[src/rtl/branch_pkg.sv]
// Shared types for the branch unit: operation codes, condition codes and the
// architectural flags word.
package branch_pkg;

  typedef enum logic [1:0] {
    OP_NOP = 2'd0,
    OP_CMP = 2'd1,
    OP_SUB = 2'd2,
    OP_JF  = 2'd3
  } op_e;

  typedef enum logic [3:0] {
    C_EQ     = 4'd0,
    C_NE     = 4'd1,
    C_GT     = 4'd2,
    C_LT     = 4'd3,
    C_RDZ    = 4'd4,
    C_RDNEG  = 4'd5,
    C_RDONES = 4'd6,
    C_NEVER7 = 4'd7,
    C_GTU    = 4'd8,
    C_LTU    = 4'd9,
    C_GE     = 4'd10,
    C_LE     = 4'd11,
    C_GEU    = 4'd12,
    C_LEU    = 4'd13,
    C_ALWAYS = 4'd14,
    C_NEVER  = 4'd15
  } cond_e;

  // Packed so that bit 3 is Z and bit 0 is V on the external flags port.
  typedef struct packed {
    logic z;
    logic n;
    logic c;
    logic v;
  } flags_t;

endpackage

[src/rtl/branch_cond_eval.sv]
// Combinational condition evaluator shared by CMP (fresh flags) and JF
// (stored flags). Codes 4-6 look at rd_data directly rather than the flags.
module branch_cond_eval
  import branch_pkg::*;
#(
  parameter int WIDTH = 16
) (
  input  flags_t           flags,
  input  cond_e            cond,
  input  logic [WIDTH-1:0] rd_data,
  output logic             jump
);

  always_comb begin
    jump = 1'b0;
    case (cond)
      C_EQ:     jump = flags.z;
      C_NE:     jump = !flags.z;
      C_GT:     jump = !flags.z && (flags.n == flags.v);
      C_LT:     jump = (flags.n != flags.v);
      C_RDZ:    jump = (rd_data == '0);
      C_RDNEG:  jump = rd_data[WIDTH-1];
      C_RDONES: jump = (rd_data == '1);
      C_NEVER7: jump = 1'b0;
      C_GTU:    jump = flags.c && !flags.z;
      C_LTU:    jump = !flags.c;
      C_GE:     jump = (flags.n == flags.v);
      C_LE:     jump = flags.z || (flags.n != flags.v);
      C_GEU:    jump = flags.c;
      C_LEU:    jump = !flags.c || flags.z;
      C_ALWAYS: jump = 1'b1;
      C_NEVER:  jump = 1'b0;
      default:  jump = 1'b0;
    endcase
  end

endmodule

[src/rtl/branch_unit.sv]
// Branch decision unit: compare/subtract flag generation, flag register,
// single-entry output register with valid/ready handshake, taken counter.
module branch_unit
  import branch_pkg::*;
#(
  parameter int WIDTH = 16,
  parameter int CNT_W = 16
) (
  input  logic             clk,
  input  logic             reset,
  input  logic             in_valid,
  output logic             in_ready,
  input  logic [1:0]       op,
  input  logic [3:0]       cond,
  input  logic             use_imm,
  input  logic [WIDTH-1:0] rd_data,
  input  logic [WIDTH-1:0] rs_data,
  input  logic [WIDTH-1:0] imm,
  input  logic [WIDTH-1:0] alu_out,
  output logic             out_valid,
  input  logic             out_ready,
  output logic             jump,
  output logic [3:0]       flags,
  output logic             flags_valid,
  output logic [CNT_W-1:0] taken_cnt
);

  op_e              op_sel;
  cond_e            cond_sel;
  logic [WIDTH-1:0] b_op;
  logic [WIDTH:0]   diff_ext;
  logic [WIDTH-1:0] diff;
  flags_t           cmp_flags;
  flags_t           sub_flags;
  flags_t           flags_q;
  flags_t           eval_flags;
  logic             eval_jump;
  logic             jump_next;
  logic             accept;
  logic             handshake;

  assign op_sel   = op_e'(op);
  assign cond_sel = cond_e'(cond);

  // rd - B as rd + ~B + 1; bit WIDTH is the carry (1 = no borrow).
  assign b_op     = use_imm ? imm : rs_data;
  assign diff_ext = {1'b0, rd_data} + {1'b0, ~b_op} + {{WIDTH{1'b0}}, 1'b1};
  assign diff     = diff_ext[WIDTH-1:0];

  assign cmp_flags.z = (diff == '0);
  assign cmp_flags.n = diff[WIDTH-1];
  assign cmp_flags.c = diff_ext[WIDTH];
  assign cmp_flags.v = (rd_data[WIDTH-1] != b_op[WIDTH-1]) &&
                       (diff[WIDTH-1] != rd_data[WIDTH-1]);

  assign sub_flags.z = (alu_out == '0);
  assign sub_flags.n = alu_out[WIDTH-1];
  assign sub_flags.c = 1'b0;
  assign sub_flags.v = 1'b0;

  // CMP decides on its own fresh flags; JF on whatever the register holds.
  assign eval_flags = (op_sel == OP_CMP) ? cmp_flags : flags_q;

  branch_cond_eval #(
    .WIDTH (WIDTH)
  ) u_cond_eval (
    .flags   (eval_flags),
    .cond    (cond_sel),
    .rd_data (rd_data),
    .jump    (eval_jump)
  );

  always_comb begin
    jump_next = 1'b0;
    case (op_sel)
      OP_CMP:  jump_next = eval_jump;
      OP_SUB:  jump_next = sub_flags.z;
      OP_JF:   jump_next = flags_valid && eval_jump;
      default: jump_next = 1'b0;
    endcase
  end

  assign in_ready  = !out_valid || out_ready;
  assign accept    = in_valid && in_ready;
  assign handshake = out_valid && out_ready;

  always_ff @(posedge clk) begin
    if (reset) begin
      out_valid   <= 1'b0;
      jump        <= 1'b0;
      flags_q     <= '0;
      flags_valid <= 1'b0;
    end else begin
      if (accept) begin
        out_valid <= 1'b1;
        jump      <= jump_next;
        if (op_sel == OP_CMP) begin
          flags_q     <= cmp_flags;
          flags_valid <= 1'b1;
        end else if (op_sel == OP_SUB) begin
          flags_q     <= sub_flags;
          flags_valid <= 1'b1;
        end
      end else if (handshake) begin
        out_valid <= 1'b0;
      end
    end
  end

  // Counts the result being delivered, not the one being loaded this edge.
  always_ff @(posedge clk) begin
    if (reset) begin
      taken_cnt <= '0;
    end else if (handshake && jump && (taken_cnt != '1)) begin
      taken_cnt <= taken_cnt + {{(CNT_W-1){1'b0}}, 1'b1};
    end
  end

  assign flags = flags_q;

endmodule

[config.mk]
export PLATFORM = sky130hd
export DESIGN_NAME = branch_unit
export DESIGN_NICKNAME = d
export VERILOG_FILES = /design/src/rtl/branch_pkg.sv /design/src/rtl/branch_cond_eval.sv /design/src/rtl/branch_unit.sv
export SDC_FILE = /design/constraint.sdc
export NUM_CORES = 1
export LEC_CHECK = 0
export ABC_AREA = 1
export BUFFER_PORTS_ARGS = -buffer_cell sky130_fd_sc_hd__buf_2
export CORE_MARGIN = 2
export CORE_UTILIZATION = 40
export DETAILED_ROUTE_END_ITERATION = 16
export PLACE_DENSITY = 0.63
export REMOVE_ABC_BUFFERS = 1
export SKIP_CTS_REPAIR_TIMING = 1
export SYNTH_ARGS = -nofsm -noshare
export SYNTH_HDL_FRONTEND = slang
export SYNTH_SLANG_ARGS = --single-unit
[constraint.sdc]
create_clock -name clk -period 9.7 [get_ports clk]
set_clock_uncertainty 0.15 [all_clocks]
set_input_delay 1.94 -clock clk [delete_from_list [all_inputs] [get_ports clk]]
set_output_delay 1.94 -clock clk [all_outputs]
set_load 0.02 [all_outputs]
==> out/qor.csv <==
metric,value,unit
design.final.nets,640,
detail_route.drc_violations,0,
peakVddDrop,0.05754,mV
globalRouteOverflowTotal,0,
worst_slew_pin_slew,0.4966,ns
path_cells,buf_2 > mux2i_1 > ha_1 > a21oi_1 > nand2_1 > nand2_1 > nand2_1 > nand2_1 > nand2_2 > nand2_2 > nand3_2 > nand2_2 > inv_2 > nand2_4 > nand2_1 > nand2_1 > nand3_1 > nor2_1 > nand3_1 > nand2_1 > nand2_1 > nand2_1 > a21oi_2,
grt_use_total,0.1920,
grt_start_max_net_pins,17,
relSlewSlack,0.6659,
number_of_buffers_created_by_cts,3,
most_used_flip_flop_cell_after_synthesis,sky130_fd_sc_hd__dfxtp_1,
r2r_setup_slack,7.41,ns
synth.distinct_cells,40,
synth_enable_flop_cells,0,
postSynth.asyncResetShare,0,
grt_pass1_vias,2810,
layout_commonest_cell,sky130_fd_sc_hd__nand2_1,
starting_density_of_the_core,0.4074,
cts.htree.levels,1,
reg2reg_to,taken_cnt[15],
grt_use_met3,0.03619,
tritoncts,yes,
drv.max_cap_violation_count,0,
use_met2,0.3462,
detailroute.via_count,3099,
number_of_antenna_violations_at_the_first_check_in_global_routing,0,
drtAntennaViolNets,0,
worstHoldEndpoint,taken_cnt[13],
p_leak,1.768,nW
final-hold-violation-count,0,
drt-total-wl,7.353,mm
grt_use_met1,0.2380,
crit_path_max_fanout,16,
detailed_place_hpwl,6.238,mm
worst-setup-path-type,input pin to register,
std_cell_rows,30,
synthCells,438,
area_growth_syn_to_layout,22.81,%
floorplan.core_area,6719,sq um
detail_route.first_pass.iterations,5,
min_delay_worst_type,register to register,
post-route-min-period,4.557,ns
num_io_pins,99,
cp_slowest_stage_delay,0.40,ns
diodes,0,
ys_seq_elements,23,
report.final.slew_viol_count,0,
cts.sink_count,23,
vias_per_cell,5.031,
setup-violations-final,0,
layout_worst_path_cycle_share,0.4698,
drive_above_1_share,0.2500,
worst_setup_path_start_kind,input pin,
max_stage_delay_cell_worst_path,sky130_fd_sc_hd__buf_2,
clockBufferDepth,2,
avgRoutedWirePerCell,11.94,um
die-area,7522,sq um
yosysWarnings,0,
clock_latency,0.27,ns
layout.cells.most_common_list,"sky130_fd_sc_hd__nand2_1, sky130_fd_sc_hd__buf_2, sky130_fd_sc_hd__inv_1, sky130_fd_sc_hd__nor2_1, sky130_fd_sc_hd__nand3_1",
drtIter0Drc,127,
worst-endpoint-arrival,4.56,ns
grt_setup_unrepaired,no,
min_path_cells,2,
critPathBufInv,2,
grt_first_pass_wirelength,11.84,mm
postSynthAreaPerCell,6.250,sq um
setup-tns-final,0,ns
die_h,86.73,um
dpl.cell_count,612,
cts.root.buffer_cell,sky130_fd_sc_hd__clkbuf_8,
syn_area,2738,sq um
ff_to_ff_start,taken_cnt[0],
n_fill_cell,691,
power-per-cell-area,88.02,nW/um^2
timing.reg2reg.worst_path_depth,13,
place_congestion,0.8590,
worst_ep_required_time,9.71,ns
timing.fmax,219.5,MHz
cp_top_family,simple AND/OR/NAND/NOR gates,
hold_start,taken_cnt[12],
chipWidth,86.73,um
seq_area_frac_synth,0.1682,
top_usage_layer,met2,
run_status,completed,
fin_cells,616,
worstSetupEndpointType,register,
cpMostUsedCell,sky130_fd_sc_hd__nand2_1,
port-buffer-count,98,
post_cts_clock_slew_at_the_launch_and_capture_registers_of_the_worst_setup_and_hold_paths,0.09,ns
[worst register-to-register path, cell delays in order, from the launching register on]
cell and delay, ns:
sky130_fd_sc_hd__dfxtp_1 0.36, sky130_fd_sc_hd__ha_1 0.23, sky130_fd_sc_hd__inv_1 0.08, sky130_fd_sc_hd__nor4_1 0.06, sky130_fd_sc_hd__nand3_1 0.10, sky130_fd_sc_hd__nand2_2 0.11, sky130_fd_sc_hd__nor3_2 0.18, sky130_fd_sc_hd__and3_1 0.26
sky130_fd_sc_hd__nand3_2 0.12, sky130_fd_sc_hd__nor3_2 0.16, sky130_fd_sc_hd__nand2_1 0.10, sky130_fd_sc_hd__nor2_1 0.13, sky130_fd_sc_hd__o21ai_1 0.07, sky130_fd_sc_hd__a21oi_1 0.12
[cells in the mapped netlist (all sizes together) (3+ instances only)]
library cell,number,area share
nand4,7,0.016
clkbuf,3,0.0041
o21bai,3,0.0082
inv,65,0.089
or2,3,0.0069
nor4,9,0.021
nor3,18,0.038
dfxtp,23,0.17
xor2,6,0.019
nand2,108,0.16
ha,28,0.13
a21oi,30,0.067
nand3,41,0.080
o21a,3,0.0082
nor2,48,0.067
mux2i,15,0.055
o21ai,15,0.027
[through the flow]
step                      cell area, sq um  utilization  total power, mW  hold WS, ns  setup WS, ns
after floorplan                       2723            -           0.1928       0.3889         5.460
after global placement                3313       0.4931           0.2332       0.3142         4.900
after detailed placement              3313       0.4931           0.2347       0.3147         4.819
after CTS                             3362       0.5004           0.2975       0.3390         5.107
after global routing                  3362       0.5004           0.3180       0.3734         4.824
final                                 3362       0.5004           0.2959       0.3360         5.143
[per-layer routing]
metal / up-vias / part of all wire
li1: 1652 / -
met1: 1353 / 0.46
met2: 86 / 0.48
met3: 8 / 0.055
met4: 0 / 0.010
met5: - / 0
[state kept, by name, indices dropped and copies added (netlist names)]
name / cells
out_valid: 1
jump: 1
flags_valid: 1
flags: 4
taken_cnt: 16
[worst max path at each step]
stage	from	end	slack, ns	depth (start not counted)
final	use_imm	jump	5.14	23
after global routing	use_imm	jump	4.82	23
after CTS	use_imm	jump	5.11	23
after detailed placement	use_imm	jump	4.82	23
after global placement	use_imm	jump	4.90	23
after floorplan	out_ready	in_ready	5.46	2
[power by group]
group / switching, mW / internal [mW] / total (mW)
clock network: 0.0338 / 0.0291 / 0.0629
registers: 0.00150 / 0.0965 / 0.0980
logic: 0.0812 / 0.0538 / 0.135
total: 0.117 / 0.179 / 0.296
[cells by family after synthesis]
family,Yosys count,share of synthesized area
compound gates,57,0.1316
buf+inv,70,0.09597
flops,23,0.1682
xor+xnor,7,0.02240
mux,16,0.05896
fa+ha+maj,28,0.1280
simple gates,237,0.3949
[cell type report]
type,count,area [sq um],share of cell area
Clock buffer,3,41.29,0.01228
Clock inverter,1,7.507,0.002233
Inverter,66,247.7,0.07369
Multi-Input combinational cell,345,2014,0.5992
Sequential cell,23,460.4,0.1370
Tap cell,80,100.1,0.02977
Timing Repair Buffer,98,490.5,0.1459
Power figures use the tool's default switching activity.
